[src/rtl/ms_sched_pkg.sv]
// Shared types for the MASTER_START burst sequencer: descriptor layout and FSM states.
// The descriptor packs every MEM_* field that is loaded into the synchronizer in one burst.
package ms_sched_pkg;

    localparam int DESC_W = 338;

    typedef struct packed {
        logic [47:0] freq;
        logic [47:0] freq_step;
        logic [31:0] freq_rate;
        logic [63:0] time_start;
        logic [15:0] n_impuls;
        logic [1:0]  type_impulse;
        logic [31:0] ti;
        logic [31:0] tp;
        logic [31:0] tblank1;
        logic [31:0] tblank2;
    } desc_t;

    typedef enum logic [2:0] {
        IDLE,
        CHECK,
        WRITE,
        ARMED,
        RUN
    } state_t;

    function automatic logic [15:0] sat_inc16(input logic [15:0] v);
        return (v == 16'hFFFF) ? v : v + 16'd1;
    endfunction

endpackage

[src/rtl/desc_fifo.sv]
// Descriptor queue: synchronous FIFO holding whole burst descriptors.
// Latency: push visible at the head the cycle after it is written; head read is combinational.
// Backpressure: pushes while full are dropped; flush empties it and discards a same-cycle push.
module desc_fifo
    import ms_sched_pkg::*;
#(
    parameter int DEPTH = 4
) (
    input  logic                     clk,
    input  logic                     rst_n,
    input  logic                     flush,
    input  logic                     push_vld,
    input  desc_t                    push_dat,
    input  logic                     pop,
    output desc_t                    head_dat,
    output logic                     full,
    output logic                     empty,
    output logic [$clog2(DEPTH):0]   level
);

    localparam int AW = $clog2(DEPTH);

    desc_t         mem [DEPTH];
    logic [AW:0]   wr_ptr;
    logic [AW:0]   rd_ptr;
    logic          wr_en;
    logic          rd_en;

    // Pointers carry one extra bit so full and empty are distinguishable.
    assign level    = wr_ptr - rd_ptr;
    assign full     = (level == (AW+1)'(DEPTH));
    assign empty    = (level == '0);
    assign wr_en    = push_vld && !full && !flush;
    assign rd_en    = pop && !empty && !flush;
    assign head_dat = mem[rd_ptr[AW-1:0]];

    always_ff @(posedge clk or negedge rst_n) begin
        if (!rst_n) begin
            wr_ptr <= '0;
            rd_ptr <= '0;
        end else if (flush) begin
            wr_ptr <= '0;
            rd_ptr <= '0;
        end else begin
            if (wr_en) wr_ptr <= wr_ptr + 1'b1;
            if (rd_en) rd_ptr <= rd_ptr + 1'b1;
        end
    end

    always_ff @(posedge clk) begin
        if (wr_en) mem[wr_ptr[AW-1:0]] <= push_dat;
    end

endmodule

[src/rtl/burst_queue_scheduler.sv]
// Queues burst descriptors and loads them one at a time into MASTER_START via MEM_* and WR_DATA.
// Latency: PUSH into an empty idle queue raises WR_DATA 3 cycles later (push, pop, check).
// Backpressure: FULL rejects pushes; a new burst is only loaded once the previous one has ended.
module burst_queue_scheduler
    import ms_sched_pkg::*;
#(
    parameter int          DEPTH       = 4,
    parameter int          GUARD       = 64,
    parameter int          WR_LEN      = 4,
    parameter logic [31:0] ARM_TIMEOUT = 32'h00FFFFFF,
    parameter int          IDLE_CYC    = 8
) (
    input  logic                     CLK,
    input  logic                     RESET_n,
    input  logic                     PUSH,
    input  logic [47:0]              IN_FREQ,
    input  logic [47:0]              IN_FREQ_STEP,
    input  logic [31:0]              IN_FREQ_RATE,
    input  logic [63:0]              IN_TIME_START,
    input  logic [15:0]              IN_N_impuls,
    input  logic [1:0]               IN_TYPE_impulse,
    input  logic [31:0]              IN_Ti,
    input  logic [31:0]              IN_Tp,
    input  logic [31:0]              IN_Tblank1,
    input  logic [31:0]              IN_Tblank2,
    output logic                     FULL,
    output logic                     EMPTY,
    output logic [$clog2(DEPTH):0]   LEVEL,
    input  logic                     FLUSH,
    input  logic [63:0]              SYS_TIME_NOW,
    input  logic                     En_Iz,
    input  logic                     En_Pr,
    output logic [47:0]              MEM_DDS_freq,
    output logic [47:0]              MEM_DDS_freq_step,
    output logic [31:0]              MEM_DDS_freq_rate,
    output logic [63:0]              MEM_TIME_START,
    output logic [15:0]              MEM_N_impuls,
    output logic [1:0]               MEM_TYPE_impulse,
    output logic [31:0]              MEM_Ti,
    output logic [31:0]              MEM_Tp,
    output logic [31:0]              MEM_Tblank1,
    output logic [31:0]              MEM_Tblank2,
    output logic                     WR_DATA,
    output logic                     BUSY,
    output logic                     LATE_DROP,
    output logic                     TIMEOUT_ERR,
    output logic [15:0]              DROP_CNT
);

    desc_t       in_dat;
    desc_t       head_dat;
    desc_t       mem_q;
    state_t      state;
    logic [31:0] cnt;
    logic        en_now;
    logic        en_q;
    logic        pop;
    logic        late;
    logic        wr_q;
    logic        to_err_q;
    logic [15:0] drop_cnt_q;

    assign in_dat = '{freq:         IN_FREQ,
                      freq_step:    IN_FREQ_STEP,
                      freq_rate:    IN_FREQ_RATE,
                      time_start:   IN_TIME_START,
                      n_impuls:     IN_N_impuls,
                      type_impulse: IN_TYPE_impulse,
                      ti:           IN_Ti,
                      tp:           IN_Tp,
                      tblank1:      IN_Tblank1,
                      tblank2:      IN_Tblank2};

    desc_fifo #(.DEPTH(DEPTH)) u_fifo (
        .clk      (CLK),
        .rst_n    (RESET_n),
        .flush    (FLUSH),
        .push_vld (PUSH),
        .push_dat (in_dat),
        .pop      (pop),
        .head_dat (head_dat),
        .full     (FULL),
        .empty    (EMPTY),
        .level    (LEVEL)
    );

    assign en_now = En_Iz | En_Pr;
    assign pop    = (state == IDLE) && !EMPTY && !FLUSH;
    assign late   = (mem_q.time_start <= SYS_TIME_NOW + 64'(GUARD));

    // The late decision is flagged in the CHECK cycle itself, not a cycle after it.
    assign LATE_DROP   = (state == CHECK) && !FLUSH && late;
    assign WR_DATA     = wr_q;
    assign TIMEOUT_ERR = to_err_q;
    assign DROP_CNT    = drop_cnt_q;
    assign BUSY        = (state != IDLE);

    assign MEM_DDS_freq      = mem_q.freq;
    assign MEM_DDS_freq_step = mem_q.freq_step;
    assign MEM_DDS_freq_rate = mem_q.freq_rate;
    assign MEM_TIME_START    = mem_q.time_start;
    assign MEM_N_impuls      = mem_q.n_impuls;
    assign MEM_TYPE_impulse  = mem_q.type_impulse;
    assign MEM_Ti            = mem_q.ti;
    assign MEM_Tp            = mem_q.tp;
    assign MEM_Tblank1       = mem_q.tblank1;
    assign MEM_Tblank2       = mem_q.tblank2;

    always_ff @(posedge CLK or negedge RESET_n) begin
        if (!RESET_n) begin
            state      <= IDLE;
            mem_q      <= '0;
            cnt        <= '0;
            en_q       <= 1'b0;
            wr_q       <= 1'b0;
            to_err_q   <= 1'b0;
            drop_cnt_q <= '0;
        end else begin
            en_q     <= en_now;
            to_err_q <= 1'b0;
            case (state)
                IDLE: begin
                    cnt <= '0;
                    if (pop) begin
                        mem_q <= head_dat;
                        state <= CHECK;
                    end
                end
                CHECK: begin
                    cnt <= '0;
                    if (FLUSH) begin
                        state <= IDLE;
                    end else if (late) begin
                        drop_cnt_q <= sat_inc16(drop_cnt_q);
                        state      <= IDLE;
                    end else begin
                        wr_q  <= 1'b1;
                        state <= WRITE;
                    end
                end
                WRITE: begin
                    if (cnt == 32'(WR_LEN - 1)) begin
                        wr_q  <= 1'b0;
                        cnt   <= '0;
                        state <= ARMED;
                    end else begin
                        cnt <= cnt + 32'd1;
                    end
                end
                ARMED: begin
                    // The timeout only runs once the scheduled start time has passed.
                    if (en_now && !en_q) begin
                        cnt   <= '0;
                        state <= RUN;
                    end else if (SYS_TIME_NOW > mem_q.time_start) begin
                        if (cnt == ARM_TIMEOUT - 32'd1) begin
                            to_err_q   <= 1'b1;
                            drop_cnt_q <= sat_inc16(drop_cnt_q);
                            cnt        <= '0;
                            state      <= IDLE;
                        end else begin
                            cnt <= cnt + 32'd1;
                        end
                    end
                end
                RUN: begin
                    if (en_now) begin
                        cnt <= '0;
                    end else if (cnt == 32'(IDLE_CYC - 1)) begin
                        cnt   <= '0;
                        state <= IDLE;
                    end else begin
                        cnt <= cnt + 32'd1;
                    end
                end
                default: state <= IDLE;
            endcase
        end
    end

endmodule

[config.mk]
export PLATFORM = sky130hd
export DESIGN_NAME = burst_queue_scheduler
export DESIGN_NICKNAME = d
export VERILOG_FILES = /design/src/rtl/ms_sched_pkg.sv /design/src/rtl/desc_fifo.sv /design/src/rtl/burst_queue_scheduler.sv
export SDC_FILE = /design/constraint.sdc
export NUM_CORES = 2
export LEC_CHECK = 0
export CORE_ASPECT_RATIO = 1.1
export CORE_UTILIZATION = 29
export CTS_CLUSTER_DIAMETER = 30
export DETAILED_ROUTE_END_ITERATION = 16
export PLACE_DENSITY_LB_ADDON = 0.1
export SLEW_MARGIN = 20
export SYNTH_ARGS = -nofsm -noshare
export SYNTH_HDL_FRONTEND = slang
export SYNTH_SLANG_ARGS = --single-unit
[constraint.sdc]
create_clock -name CLK -period 34.4 [get_ports CLK]
set_input_delay 8.6 -clock CLK [delete_from_list [all_inputs] [get_ports CLK]]
set_output_delay 8.6 -clock CLK [all_outputs]
set_load 0.02 [all_outputs]
==> results.sh <==
export IMPL_drt_iter0_drc=1932
export IMPL_cts_tree="done"
export IMPL_pwr_share_clk_pct=46.6
export IMPL_path_max_fanout=6
export IMPL_dr_pass1_iters=5
export IMPL_critical_path_startpoint_type="primary input"
export IMPL_switchingPower_uw=2480
export IMPL_nets=5712
export IMPL_synth_area_top_cells="edfxtp_1, dfrtp_1, mux4_2, nand2_1, ha_1"
export IMPL_drive_above_1_share_pct=19.9
export IMPL_p_int_uw=6250
export IMPL_swShare_pct=28.4
export IMPL_period_minus_slack_ps=23510
export IMPL_period_share_pct=68.3
export IMPL_vias=39400
export IMPL_setup_violations=0
export IMPL_syn_area_sq_mm=0.0685
export IMPL_setup_tns_ps=0
export IMPL_ys_flop_type="edfxtp_1"
export IMPL_fp_dieH_um=512
export IMPL_leakage_uw=0.0346
export IMPL_synthArstFlopShare_pct=22.7
export IMPL_grt_antenna_before_repair=80
export IMPL_fmax_mhz=42.5
export IMPL_row_count=186
export IMPL_final_common_cell="edfxtp_1"
export IMPL_finalHoldViolations=0
export IMPL_setup_slack_ps=10890
export IMPL_drv_cap=0
export IMPL_synth_warnings=0
export IMPL_cts_repair_resized=0
export IMPL_syn_area_per_cell_sq_um=16.8
export IMPL_ys_ff_latch=1750
export IMPL_final_cell_mix="edfxtp_1, nand2_1, clkdlybuf4s50_1"
export IMPL_cts_hold_buf=0
export IMPL_die_area_sq_mm=0.238
export IMPL_required_ps=25800
export IMPL_die_width_um=465
export IMPL_grt_max_degree=147
export IMPL_max_slew_margin_pct=28.1
export IMPL_synthCells=4082
export IMPL_io_buffers=770
export IMPL_status="finished clean"
export IMPL_syn_nets=4629
export IMPL_synth_largest_area_cell="edfxtp_1"
export IMPL_overflow=0
export IMPL_drc=0
export IMPL_ant_nets=0
export IMPL_synth_cell_type_count=62
export IMPL_vias_per_cell=4.56
export IMPL_cts_buffers=434
export IMPL_combinationalPowerShare_pct=21.5
export IMPL_synthToLayoutAreaGrowth_pct=38.5
export IMPL_cts_root_buf="clkbuf_16"
export IMPL_grt_pass1_wl_um=293000
export IMPL_core_area_sq_mm=0.234
export IMPL_rsz0062_at_grt="false"
export IMPL_slew_violations=0
export IMPL_path_clk_slew_ps=40
export IMPL_cts_sinks=1750
export IMPL_clock_latency_ps=950
export IMPL_gp_congestion=0.800
export IMPL_clock_skew_ps=97.6
export IMPL_hpwlAfterDp_um=122000
export IMPL_routed_wl_um=200000
export IMPL_postCtsSetupRepairBufs=0
export IMPL_yosysSeqAreaShare_pct=73.8
export IMPL_worstPathArrival_ps=14910
export IMPL_worstSetupPathType="in -> out"
export IMPL_cts_buffer_depth=4
export IMPL_worst_pin_slew_ps=1080
export IMPL_detail_route_wl_per_cell_um=23.1
export IMPL_sequentialPowerShare_pct=31.8
export IMPL_grtUsageTotal_pct=16.6
export IMPL_ir_worst_vdd_uv=49.8
export IMPL_cp_end_kind="primary output"
export IMPL_hp_class="reg -> reg"
export IMPL_pin_count=771
export IMPL_synth_edff_count=1352
export IMPL_fill_cells=21600
export IMPL_netlist_area_leader_share_pct=59.3
export IMPL_power_density_mw_per_mm2=92.1
export IMPL_dpl_worst_slack_ps=10690
export IMPL_grt_pass1_vias=42200
export IMPL_clock_tree_htree_level_count=5
export IMPL_initial_core_util_pct=29.2
==> Yosys cell counts, types with 5 or more instances <==
| master | instances |
|---|---|
| and2_1 | 14 |
| dfrtp_1 | 398 |
| nand3_1 | 40 |
| a21oi_1 | 62 |
| nor2_1 | 59 |
| o211ai_1 | 9 |
| a221oi_1 | 7 |
| o2111ai_1 | 5 |
| or3_1 | 5 |
| nor4_1 | 11 |
| nand4_1 | 51 |
| nor2b_1 | 13 |
| a31oi_1 | 6 |
| o31ai_1 | 16 |
| xnor2_1 | 37 |
| o41ai_1 | 6 |
| and3_1 | 19 |
| nand2b_1 | 13 |
| nand2_1 | 965 |
| a21o_1 | 6 |
| clkbuf_1 | 157 |
| xor2_1 | 40 |
| ha_1 | 138 |
| buf_1 | 6 |
| buf_2 | 8 |
| edfxtp_1 | 1352 |
| mux4_2 | 338 |
| and4_1 | 17 |
| o21ai_0 | 126 |
| nor3_1 | 14 |
| inv_1 | 89 |
==> power groups by stage <==
| stage | Sequential [uW] | Combinational, uW | Clock [uW] |
|---|---|---|---|
| floorplan | 3040 | 813 | 0 |
| global placement | 2810 | 1930 | 0 |
| detailed placement | 2810 | 1930 | 0 |
| CTS | 2790 | 1940 | 4160 |
| global route | 2820 | 2050 | 4270 |
| finish | 2780 | 1880 | 4070 |
==> worst max-delay path, stage by stage <==
cell             delay (ps)
clkdlybuf4s50_1         570
ha_1                    220
nand3_1                 140
nor2_1                  490
nand4_1                 350
or3_4                   510
or3_4                   440
nor2_4                  180
nand4_1                 130
xor2_1                  160
ha_1                    310
and4_1                  210
a221oi_1                800
o21ai_1                 130
or4_1                   610
and2_1                  200
nor2_1                  170
clkdlybuf4s50_1         660
==> metal layers <==
| metal | GRT usage, % | vias to the layer above | wire [um] | part of all wire [%] |
|---|---|---|---|---|
| li1 | - | 17800 | - | - |
| met1 | 20.6 | 20000 | 83900 | 42 |
| met2 | 25.9 | 1139 | 92700 | 46 |
| met3 | 6.81 | 412 | 17000 | 8.5 |
| met4 | 6.07 | 94 | 5250 | 2.6 |
| met5 | 0 | - | 595 | 0.30 |
==> cell type report <==
type	instances	area (sq um)	share of cell area [%]
clock buffers	549	11800	12.4
repair buffers	820	8240	8.69
inverters	89	334	0.352
diodes	19	47.5	0.0501
multi-input cells	2070	16900	17.9
well taps	3102	3880	4.09
flip-flops and latches	1750	50600	53.3
clock inverters	247	3060	3.23
==> metrics by stage <==
step | cell area (sq um) | instances | power, uW | hold slack [ps] | util, %
finish | 94800 | 8646 | 8730 | 466 | 40.5
global route | 94800 | 8640 | 9140 | 486 | 40.5
CTS | 94800 | 8627 | 8880 | 472 | 40.5
detailed placement | 80000 | 7831 | 4750 | 461 | 34.1
global placement | 80000 | 7831 | 4740 | 456 | 34.1
floorplan | 68500 | 4082 | 3850 | 460 | -
==> flip-flops by register name (all words and copies together) (netlist names), 2 cells and up <==
| register | count |
|---|---|
| MEM_DDS_freq_rate | 32 |
| MEM_TYPE_impulse | 2 |
| DROP_CNT | 16 |
| MEM_DDS_freq_step | 48 |
| state | 3 |
| MEM_TIME_START | 64 |
| u_fifo.rd_ptr | 3 |
| MEM_N_impuls | 16 |
| u_fifo.wr_ptr | 3 |
| u_fifo.mem | 1352 |
| cnt | 32 |
| MEM_Tblank1 | 32 |
| MEM_Tp | 32 |
| MEM_DDS_freq | 48 |
| MEM_Ti | 32 |
| MEM_Tblank2 | 32 |
==> worst paths after layout <==
path	startpoint	end	slack, ps	cells after the start
max in group asynchronous	RESET_n	MEM_DDS_freq[43]$_DFFE_PN0P_	24090	4
min in group asynchronous	RESET_n	MEM_DDS_freq_rate[27]$_DFFE_PN0P_	7650	1
min reg2reg	MEM_DDS_freq_step[20]$_DFFE_PN0P_	MEM_DDS_freq_step[20]$_DFFE_PN0P_	470	2
max reg2reg	u_fifo.rd_ptr[0]$_DFFE_PN0P_	u_fifo.mem[1][334]$_DFFE_PP_	27870	12
min	MEM_DDS_freq_step[20]$_DFFE_PN0P_	MEM_DDS_freq_step[20]$_DFFE_PN0P_	470	2
max	SYS_TIME_NOW[6]	LATE_DROP	10890	18
==> logic make-up after synthesis <==
group / synth area share (%)
xor+xnor: 0.985
compound gates: 2.29
flops: 73.8
mux: 11.2
simple gates: 7.69
fa+ha+maj: 2.55
buf+inv: 1.46
Note: power is estimated with default switching activity, not from simulation.
